## src/rtl/alu_pkg.sv

```systemverilog
// Shared definitions for the ALU pipeline and its result collector:
// flag bit positions inside the 4-bit flag word and small helpers.
package alu_pkg;

  localparam int FLAG_C   = 0;
  localparam int FLAG_OVF = 1;
  localparam int FLAG_BOR = 2;
  localparam int FLAG_INV = 3;
  localparam int FLAG_W   = 4;

  localparam int STAT_W = 16;

  typedef logic [FLAG_W-1:0] alu_flags_t;

  function automatic alu_flags_t packFlags(input logic cOut,
                                           input logic overflow,
                                           input logic borrow,
                                           input logic invalidOp);
    alu_flags_t f;
    f           = '0;
    f[FLAG_C]   = cOut;
    f[FLAG_OVF] = overflow;
    f[FLAG_BOR] = borrow;
    f[FLAG_INV] = invalidOp;
    return f;
  endfunction

  // Counter increment that sticks at all-ones instead of wrapping.
  function automatic logic [STAT_W-1:0] satInc(input logic [STAT_W-1:0] v);
    return (&v) ? v : v + 1'b1;
  endfunction

endpackage

```

## src/rtl/alu_collect_fifo.sv

```systemverilog
// Show-ahead FIFO holding packed {seq, flags, y} result entries.
// head_o always shows the oldest entry; a push into a full FIFO is only accepted alongside a pop.
module alu_collect_fifo #(
  parameter int DATA_W = 20,
  parameter int DEPTH  = 4
) (
  input  logic                     clk,
  input  logic                     rst_n,
  input  logic                     push_i,
  input  logic [DATA_W-1:0]        data_i,
  input  logic                     pop_i,
  output logic                     pushed_o,
  output logic                     empty_o,
  output logic [$clog2(DEPTH):0]   count_o,
  output logic [DATA_W-1:0]        head_o
);

  localparam int AW = $clog2(DEPTH);
  localparam int CW = AW + 1;
  localparam logic [CW-1:0] FULL_CNT = CW'(DEPTH);

  logic [DATA_W-1:0] memQ [DEPTH];
  logic [AW-1:0]     wrPtrQ, wrPtrD;
  logic [AW-1:0]     rdPtrQ, rdPtrD;
  logic [CW-1:0]     countQ, countD;
  logic              popEn;
  logic              pushEn;

  assign popEn  = pop_i & (countQ != '0);
  assign pushEn = push_i & ((countQ != FULL_CNT) | popEn);

  always_comb begin
    wrPtrD = wrPtrQ;
    rdPtrD = rdPtrQ;
    countD = countQ;
    if (pushEn) begin
      wrPtrD = wrPtrQ + 1'b1;
    end
    if (popEn) begin
      rdPtrD = rdPtrQ + 1'b1;
    end
    case ({pushEn, popEn})
      2'b10:   countD = countQ + 1'b1;
      2'b01:   countD = countQ - 1'b1;
      default: countD = countQ;
    endcase
  end

  always_ff @(posedge clk or negedge rst_n) begin
    if (!rst_n) begin
      wrPtrQ <= '0;
      rdPtrQ <= '0;
      countQ <= '0;
    end else begin
      wrPtrQ <= wrPtrD;
      rdPtrQ <= rdPtrD;
      countQ <= countD;
    end
  end

  // Storage needs no reset: nothing is visible until the count says an entry exists.
  always_ff @(posedge clk) begin
    if (pushEn) begin
      memQ[wrPtrQ] <= data_i;
    end
  end

  assign pushed_o = pushEn;
  assign empty_o  = (countQ == '0);
  assign count_o  = countQ;
  assign head_o   = memQ[rdPtrQ];

endmodule

```

## src/rtl/alu_result_collector.sv

```systemverilog
// Receiving end of the 3-stage ALU pipe: buffers results, hands out issue credits, tags sequence numbers.
// Define ALU_COLLECT_STATS_EN to add the stat_results / stat_invalid saturating counters.
module alu_result_collector
  import alu_pkg::*;
#(
  parameter int WIDTH = 8,
  parameter int DEPTH = 4,
  parameter int SEQ_W = 8
) (
  input  logic                   clk,
  input  logic                   rst_n,
  input  logic                   issue_valid,
  output logic                   issue_ok,
  input  logic                   res_valid,
  input  logic [WIDTH-1:0]       res_y,
  input  logic                   res_c_out,
  input  logic                   res_overflow,
  input  logic                   res_borrow,
  input  logic                   res_invalid_op,
  output logic                   out_valid,
  input  logic                   out_ready,
  output logic [WIDTH-1:0]       out_y,
  output logic [FLAG_W-1:0]      out_flags,
  output logic [SEQ_W-1:0]       out_seq,
  output logic [$clog2(DEPTH):0] occupancy,
  output logic                   err_overrun,
  output logic                   err_orphan
`ifdef ALU_COLLECT_STATS_EN
  ,
  output logic [STAT_W-1:0]      stat_results,
  output logic [STAT_W-1:0]      stat_invalid
`endif
);

  localparam int CW      = $clog2(DEPTH) + 1;
  localparam int ENTRY_W = SEQ_W + FLAG_W + WIDTH;
  localparam logic [CW:0] DEPTH_EXT = (CW + 1)'(DEPTH);

  logic [CW-1:0]      inflightQ, inflightD;
  logic [SEQ_W-1:0]   seqQ, seqD;
  logic               errOverrunQ, errOverrunD;
  logic               errOrphanQ, errOrphanD;
  logic [CW-1:0]      fifoCount;
  logic               fifoEmpty;
  logic               pushed;
  logic               launch;
  logic               retire;
  logic [CW:0]        creditSum;
  logic [ENTRY_W-1:0] pushData;
  logic [ENTRY_W-1:0] headData;

  // Credits come from registered state only, so the issuer sees no combinational path from our inputs.
  assign creditSum = {1'b0, fifoCount} + {1'b0, inflightQ};
  assign issue_ok  = (creditSum < DEPTH_EXT);
  assign launch    = issue_valid & issue_ok;
  assign retire    = res_valid & (inflightQ != '0);
  assign pushData  = {seqQ, packFlags(res_c_out, res_overflow, res_borrow, res_invalid_op), res_y};

  alu_collect_fifo #(
    .DATA_W (ENTRY_W),
    .DEPTH  (DEPTH)
  ) u_fifo (
    .clk      (clk),
    .rst_n    (rst_n),
    .push_i   (retire),
    .data_i   (pushData),
    .pop_i    (out_ready),
    .pushed_o (pushed),
    .empty_o  (fifoEmpty),
    .count_o  (fifoCount),
    .head_o   (headData)
  );

  always_comb begin
    inflightD   = inflightQ;
    seqD        = seqQ;
    errOverrunD = errOverrunQ | (issue_valid & ~issue_ok);
    errOrphanD  = errOrphanQ | (res_valid & (inflightQ == '0)) | (retire & ~pushed);
    case ({launch, retire})
      2'b10:   inflightD = inflightQ + 1'b1;
      2'b01:   inflightD = inflightQ - 1'b1;
      default: inflightD = inflightQ;
    endcase
    if (pushed) begin
      seqD = seqQ + 1'b1;
    end
  end

  always_ff @(posedge clk or negedge rst_n) begin
    if (!rst_n) begin
      inflightQ   <= '0;
      seqQ        <= '0;
      errOverrunQ <= 1'b0;
      errOrphanQ  <= 1'b0;
    end else begin
      inflightQ   <= inflightD;
      seqQ        <= seqD;
      errOverrunQ <= errOverrunD;
      errOrphanQ  <= errOrphanD;
    end
  end

  // Head is masked while empty so downstream never sees stale storage contents.
  assign out_valid = ~fifoEmpty;
  assign {out_seq, out_flags, out_y} = out_valid ? headData : '0;
  assign occupancy   = fifoCount;
  assign err_overrun = errOverrunQ;
  assign err_orphan  = errOrphanQ;

`ifdef ALU_COLLECT_STATS_EN
  logic [STAT_W-1:0] statResultsQ, statResultsD;
  logic [STAT_W-1:0] statInvalidQ, statInvalidD;

  always_comb begin
    statResultsD = statResultsQ;
    statInvalidD = statInvalidQ;
    if (pushed) begin
      statResultsD = satInc(statResultsQ);
      if (res_invalid_op) begin
        statInvalidD = satInc(statInvalidQ);
      end
    end
  end

  always_ff @(posedge clk or negedge rst_n) begin
    if (!rst_n) begin
      statResultsQ <= '0;
      statInvalidQ <= '0;
    end else begin
      statResultsQ <= statResultsD;
      statInvalidQ <= statInvalidD;
    end
  end

  assign stat_results = statResultsQ;
  assign stat_invalid = statInvalidQ;
`endif

endmodule

```

## config.mk

```make
export PLATFORM = sky130hd
export DESIGN_NAME = alu_result_collector
export DESIGN_NICKNAME = d
export VERILOG_FILES = /design/src/rtl/alu_pkg.sv /design/src/rtl/alu_collect_fifo.sv /design/src/rtl/alu_result_collector.sv
export SDC_FILE = /design/constraint.sdc
export NUM_CORES = 1
export LEC_CHECK = 0
export ABC_AREA = 1
export CAP_MARGIN = 10
export CORE_ASPECT_RATIO = 1.75
export CORE_MARGIN = 1
export CORE_UTILIZATION = 35
export DETAILED_ROUTE_END_ITERATION = 8
export PLACE_DENSITY = 0.64
export SETUP_SLACK_MARGIN = 0.15
export SLEW_MARGIN = 20
export SYNTH_ARGS = -nofsm -noshare
export SYNTH_HDL_FRONTEND = slang
export SYNTH_HIERARCHICAL = 1
export SYNTH_SLANG_ARGS = --single-unit
```

## constraint.sdc

```tcl
create_clock -name clk -period 3.1 [get_ports clk]
set_input_delay 0.31 -clock clk [delete_from_list [all_inputs] [get_ports clk]]
set_output_delay 0.31 -clock clk [all_outputs]
set_load 0.01 [all_outputs]
```

; After elaboration in Yosys (flattened, before gate mapping)
; Memories as Yosys holds them, arrays and structs flattened.
; Cells that the tools add are included.
[word_totals]
regBits = 20
mem_bits_rw = 80
input_bits = 17
output_inout_bits = 27
wordCells = 47
mem_count = 1
[op_classes]
n_addsub = 8
order_cmp = 1
n_eq_ne = 5
muxes = 5
bitwise = 14
reduce_logical = 6
[memory_table]
columns = name, words, word_bits, rd, rd_clocked_by_memory_dff, write_ports, line
row1 = u_fifo.memQ, 4, 20, 1, 0, 1, alu_collect_fifo.sv:22  ; logic [DATA_W-1:0] memQ [DEPTH];
[op_table]
columns = op, count
row1 = two-way mux 20 bit, 1
row2 = case mux 3 bit (2 select lines), 2
row3 = adder 8 x 1 -> 8 bit (second input constant), 1
row4 = bitwise AND 1 bit, 7
row5 = adder 3 x 1 -> 3 bit (second input constant), 2
row6 = zero test 3 bit, 2
row7 = nonzero test 3 bit, 2
row8 = subtractor 3 x 1 -> 3 bit (second input constant), 2
row9 = adder 2 x 1 -> 2 bit (second input constant), 2
row10 = adder 3 x 3 -> 4 bit, 1
row11 = == test 2 x 1 -> 1 bit (second input constant), 2
row12 = == test 2 bit (second input constant), 2
row13 = less-than comparator 4 x 3 -> 1 bit (second input constant), 1
row14 = bitwise OR 1 bit, 4
row15 = nonzero test 2 bit, 2
row16 = != test 3 bit (second input constant), 1
row17 = inverter 1 bit, 3
row18 = two-way mux 1 bit, 2

; Logic depth before layout (Yosys ltp)
[logic_depth]
word_depth = 7
depth_mapped = 13
ltp_nobuf = 13

; Cells and area by module
; Netlist, hierarchy kept.
[by_module_without_submodules]
columns = mod, n_inst, cells_each, area_each_um2, seq_area_each_um2
row1 = alu_collect_fifo, 1, 251, 3415.8, 2577.5
row2 = alu_result_collector, 1, 124, 865.8, 325.3

; Worst setup path after synthesis
; OpenSTA, ideal clock, no wires.
[synth_timing]
path_kind = register -> register
startpoint = register inflightQ[0]
endpoint = memory u_fifo.memQ[0][0] (enable)
setup_time_ns = 0.397
arrival_time_ns = 1.753
required_ns = 2.703
slack_ns = 0.950
stages_incl_launch_ff = 6
path_buffers = 0
period_less_slack_ns = 2.150
cell_sequence = dfrtp_1 -> inv_1 -> nand3_1 -> and2_1 -> o21ai_4 -> nor2_1
[synth_between]
elab_chain_cells = 5
[synth_rtl]
columns = element, line
row1 = start: declaration, alu_result_collector.sv:39  ; logic [CW-1:0] inflightQ, inflightD;
row2 = start signal: assignment, alu_result_collector.sv:96  ; inflightQ <= inflightD;
row3 = nonzero test 3 bit, alu_result_collector.sv:56  ; assign retire = res_valid & (inflightQ != '0);
row4 = bitwise AND 1 bit, alu_result_collector.sv:56
row5 = net retire, alu_result_collector.sv:47  ; logic retire;
row6 = bitwise AND 1 bit, alu_collect_fifo.sv:30  ; assign pushEn = push_i & ((countQ != FULL_CNT) | popEn);
row7 = two-way mux 1 bit, alu_collect_fifo.sv:63  ; if (pushEn) begin
row8 = two-way mux 1 bit (not written as such), alu_collect_fifo.sv:64  ; memQ[wrPtrQ] <= data_i;
row9 = end: declaration, alu_collect_fifo.sv:22
; The timed path passes the listed nets, and every way through them passes these cells.

; Worst setup path in the final report
[layout_timing]
startpoint = register u_fifo.rdPtrQ[0]
endpoint = output out_seq[5]
[layout_between]
elab_chain_cells = 2
[layout_rtl]
columns = element, line
row1 = start: declaration, alu_collect_fifo.sv:24  ; logic [AW-1:0] rdPtrQ, rdPtrD;
row2 = start signal: assignment, alu_collect_fifo.sv:56  ; rdPtrQ <= rdPtrD;
row3 = memory (4 x 20 bit), n/a
row4 = net headData[17], alu_result_collector.sv:50  ; logic [ENTRY_W-1:0] headData;
row5 = two-way mux 20 bit, alu_result_collector.sv:105  ; assign {out_seq, out_flags, out_y} = out_valid ? headData : '0;
row6 = end: declaration, alu_result_collector.sv:24  ; output logic [SEQ_W-1:0] out_seq,
; The timed path passes the listed nets, and every way through them passes these cells.

==> results.toml <==
[outcome]
status = "finished clean"

[synthesis]
yosys_warnings = 6
async_reset_ff_share_pct = 20.0
synth_edf_count = 80
synth-seq-area-share_pct = 67.8
synth.distinct_cells = 26
ys_seq_elements = 100
syn_area_um2 = 4280
synthTopCellsByCount = "80 x edfxtp_1, 69 x nor2_1, 52 x inv_1"
yosys.area.top_type = "edfxtp_1"
synthCells = 375
synth_most_common_cell = "edfxtp_1"
synth_area_per_cell_um2 = 11.4
netlist_top_cells_area = "edfxtp_1 56%, dfrtp_1 12%, nor2_1 6.0%"
yosysTopAreaCellShare_pct = 56.1
synth_ff_type = "edfxtp_1"
synth_nets = 402

[run]
maxCapViolCount = 0

[cts]
clock_sinks = 100
holdBufCountCts = 0
clk_pin_slew_ns = 0.07
clkLatencyLatePin_ns = 0.34
ctsResizeCount = 0
cts.path.max_buffers = 2
cts_made_buffers = 9
post_cts_buffers = 0
cts_tree = "yes"
cts.htree.levels = 3
cts-root-buf = "clkbuf_16"

[floorplanning]
ios = 44
dieArea_um2 = 12700
start_util_pct = 35.9
core-area_um2 = 11900
rows = 53
die_h_um = 148
die_x_um = 85.6

[layout]
area_growth_pct = 21.9
fin_cells = 566
finalNetCount = 451
diodes = 0
layout-drive-gt1-share_pct = 10.0
nFillCells = 1103

[setup_path]
critical_path_arrival_ns = 2.34
rrSetupSlack_ns = 1.10
worstSetupEndpointType = "primary output"
ff2ff_path_depth = 11
crit_type = "register to primary output"
worst_ep_required_time_ns = 2.79
r2r_start = "inflightQ[0]$_DFFE_PN0P_"
r2r-end = "u_fifo/count_o[2]$_DFFE_PN0P_"
crit_fanout = 28
worstSetupStartpointType = "register"

[detailed_routing]
drt-wirelength-per-cell_um = 14.4
num_vias = 2730
drcViolationCount = 0
drtPass1Iterations = 4
ant_nets = 0
routed_wl_mm = 8.15
viasPerCell = 4.82
drtIter0Drc = 188

[min_path]
hold_path.class = "input port to asynchronous set/reset pin"

[global_routing]
grt_max_degree = 29
grt_pass1_wl_mm = 13.3
antenna_found_initial = 0
overflow = 0
track_usage_pct = 13.7
grt_pass1_vias = 2803

[placed_design]
dp_slack_ns = 0.799
gp_congestion = 0.769
hpwl_mm = 5.33
dp.cells = 549
port_buffers = 43

[power_and_ir_drop]
sequentialPowerShare_pct = 37.4
power_frac_comb_pct = 41.1
p_clk_share_pct = 21.4
switching_share_pct = 35.5
p_int_uw = 3500
p_switching_uw = 1930
peakVddDrop_v = 0.000551
power_leakage_uw = 0.00204
p_per_area_nw_per_um2 = 1040

[sta]
setup_tns_ns = 0
whs_ns = 0.465
timing.final.crit_share_pct = 85.4
slew_headroom_pct = 51.7
hold_viol_final = 0
fin_skew_ns = 0.00828
fmax_mhz = 378
rsz0062_at_grt = "false"
slew_violations = 0
setup_ws_ns = 0.452
finalSetupViolations = 0
period_minus_slack_ns = 2.65
worstMarginPinSlew_ns = 0.724
==> area by class of cell <==
class                   count  area (µm²)  share of cell area, %
flip-flops and latches    100        2900                   55.6
multi-input cells         207        1130                   21.7
repair buffers             52         495                   9.49
clock buffers               9         225                   4.31
inverters                  54         203                   3.88
well taps                 137         171                   3.28
clock inverters             7        91.3                   1.75
==> registers in the layout, indices dropped and copies added (netlist names) <==
register / flops
inflightQ: 3
u_fifo/wrPtrQ: 2
u_fifo/memQ: 80
err_overrun: 1
seqQ: 8
err_orphan: 1
u_fifo/count_o: 3
u_fifo/rdPtrQ: 2
==> layout by cell type, fill, tap and decap left out, types with 2 or more instances in the layout <==
cell / Yosys / layout
o22ai_1: 20 / 20
nor2_1: 69 / 65
xor2_1: 6 / 6
clkbuf_16: 0 / 9
clkinv_4: 0 / 2
inv_2: 2 / 2
clkinv_2: 0 / 2
nand4_1: 2 / 2
nand2_1: 29 / 29
xnor2_1: 2 / 2
nand2_2: 7 / 7
dfrtp_1: 20 / 20
fa_1: 2 / 2
ha_1: 8 / 8
edfxtp_1: 80 / 80
nor2_4: 3 / 3
clkdlybuf4s50_1: 0 / 42
buf_4: 0 / 8
nand3_1: 10 / 10
bufinv_16: 0 / 2
o21ai_0: 41 / 41
inv_1: 52 / 52
nor2_2: 0 / 4
==> worst max path at each step <==
stage                                            start                          end  slack (ns)  depth (start not counted)
after floorplan               inflightQ[0]$_DFFE_PN0P_  u_fifo/memQ[0][0]$_DFFE_PP_        0.95                          5
after global placement    u_fifo/rdPtrQ[0]$_DFFE_PN0N_                   out_seq[1]        0.85                          6
after detailed placement  u_fifo/rdPtrQ[0]$_DFFE_PN0N_                   out_seq[1]        0.80                          6
after CTS                 u_fifo/rdPtrQ[0]$_DFFE_PN0N_                   out_seq[3]        0.42                          6
after global routing      u_fifo/rdPtrQ[0]$_DFFE_PN0N_                 out_flags[0]        0.24                          6
final                     u_fifo/rdPtrQ[0]$_DFFE_PN0N_                   out_seq[5]        0.45                          6
==> layer usage <==
metal	up-vias	global-route usage (%)	wire length, µm
met4	0	6.33	146
li1	1354	-	-
met1	1309	14.8	3230
met2	54	25.3	4500
met5	-	0	0
met3	13	2.77	282
==> worst max-delay path: stages (launching register included) <==
cell and delay, ns:
dfrtp_1 0.61, buf_4 0.36, o21ai_0 0.16, o22ai_1 0.17
inv_1 0.05, nor2_1 0.09, clkdlybuf4s50_1 0.55
==> cell families after synthesis <==
kind of cell    after synthesis  synth area share, %
mux                           1                0.263
xor+xnor                      8                 1.64
simple gates                123                 12.4
buf+inv                      68                 6.02
compound gates               65                 8.59
flops                       100                 67.8
fa+ha+maj                    10                 3.27
==> metrics by stage <==
step | utilization, % | area, µm² | power, µW
final | 43.7 | 5220 | 5430
after global routing | 43.7 | 5220 | 5820
after CTS | 43.7 | 5220 | 5490
after detailed placement | 41.0 | 4900 | 4330
after global placement | 41.0 | 4900 | 4260
after floorplan | - | 4280 | 3350
==> power by group through the flow <==
stage	Sequential (µW)	Combinational [µW]	Clock, µW
2_1_floorplan	2010	1340	0
3_3_place_gp	2050	2210	0
3_5_place_dp	2060	2260	0
4_1_cts	2040	2270	1180
5_1_grt	2070	2520	1230
6_report	2030	2230	1160
Note: power is estimated with default switching activity, not from simulation.
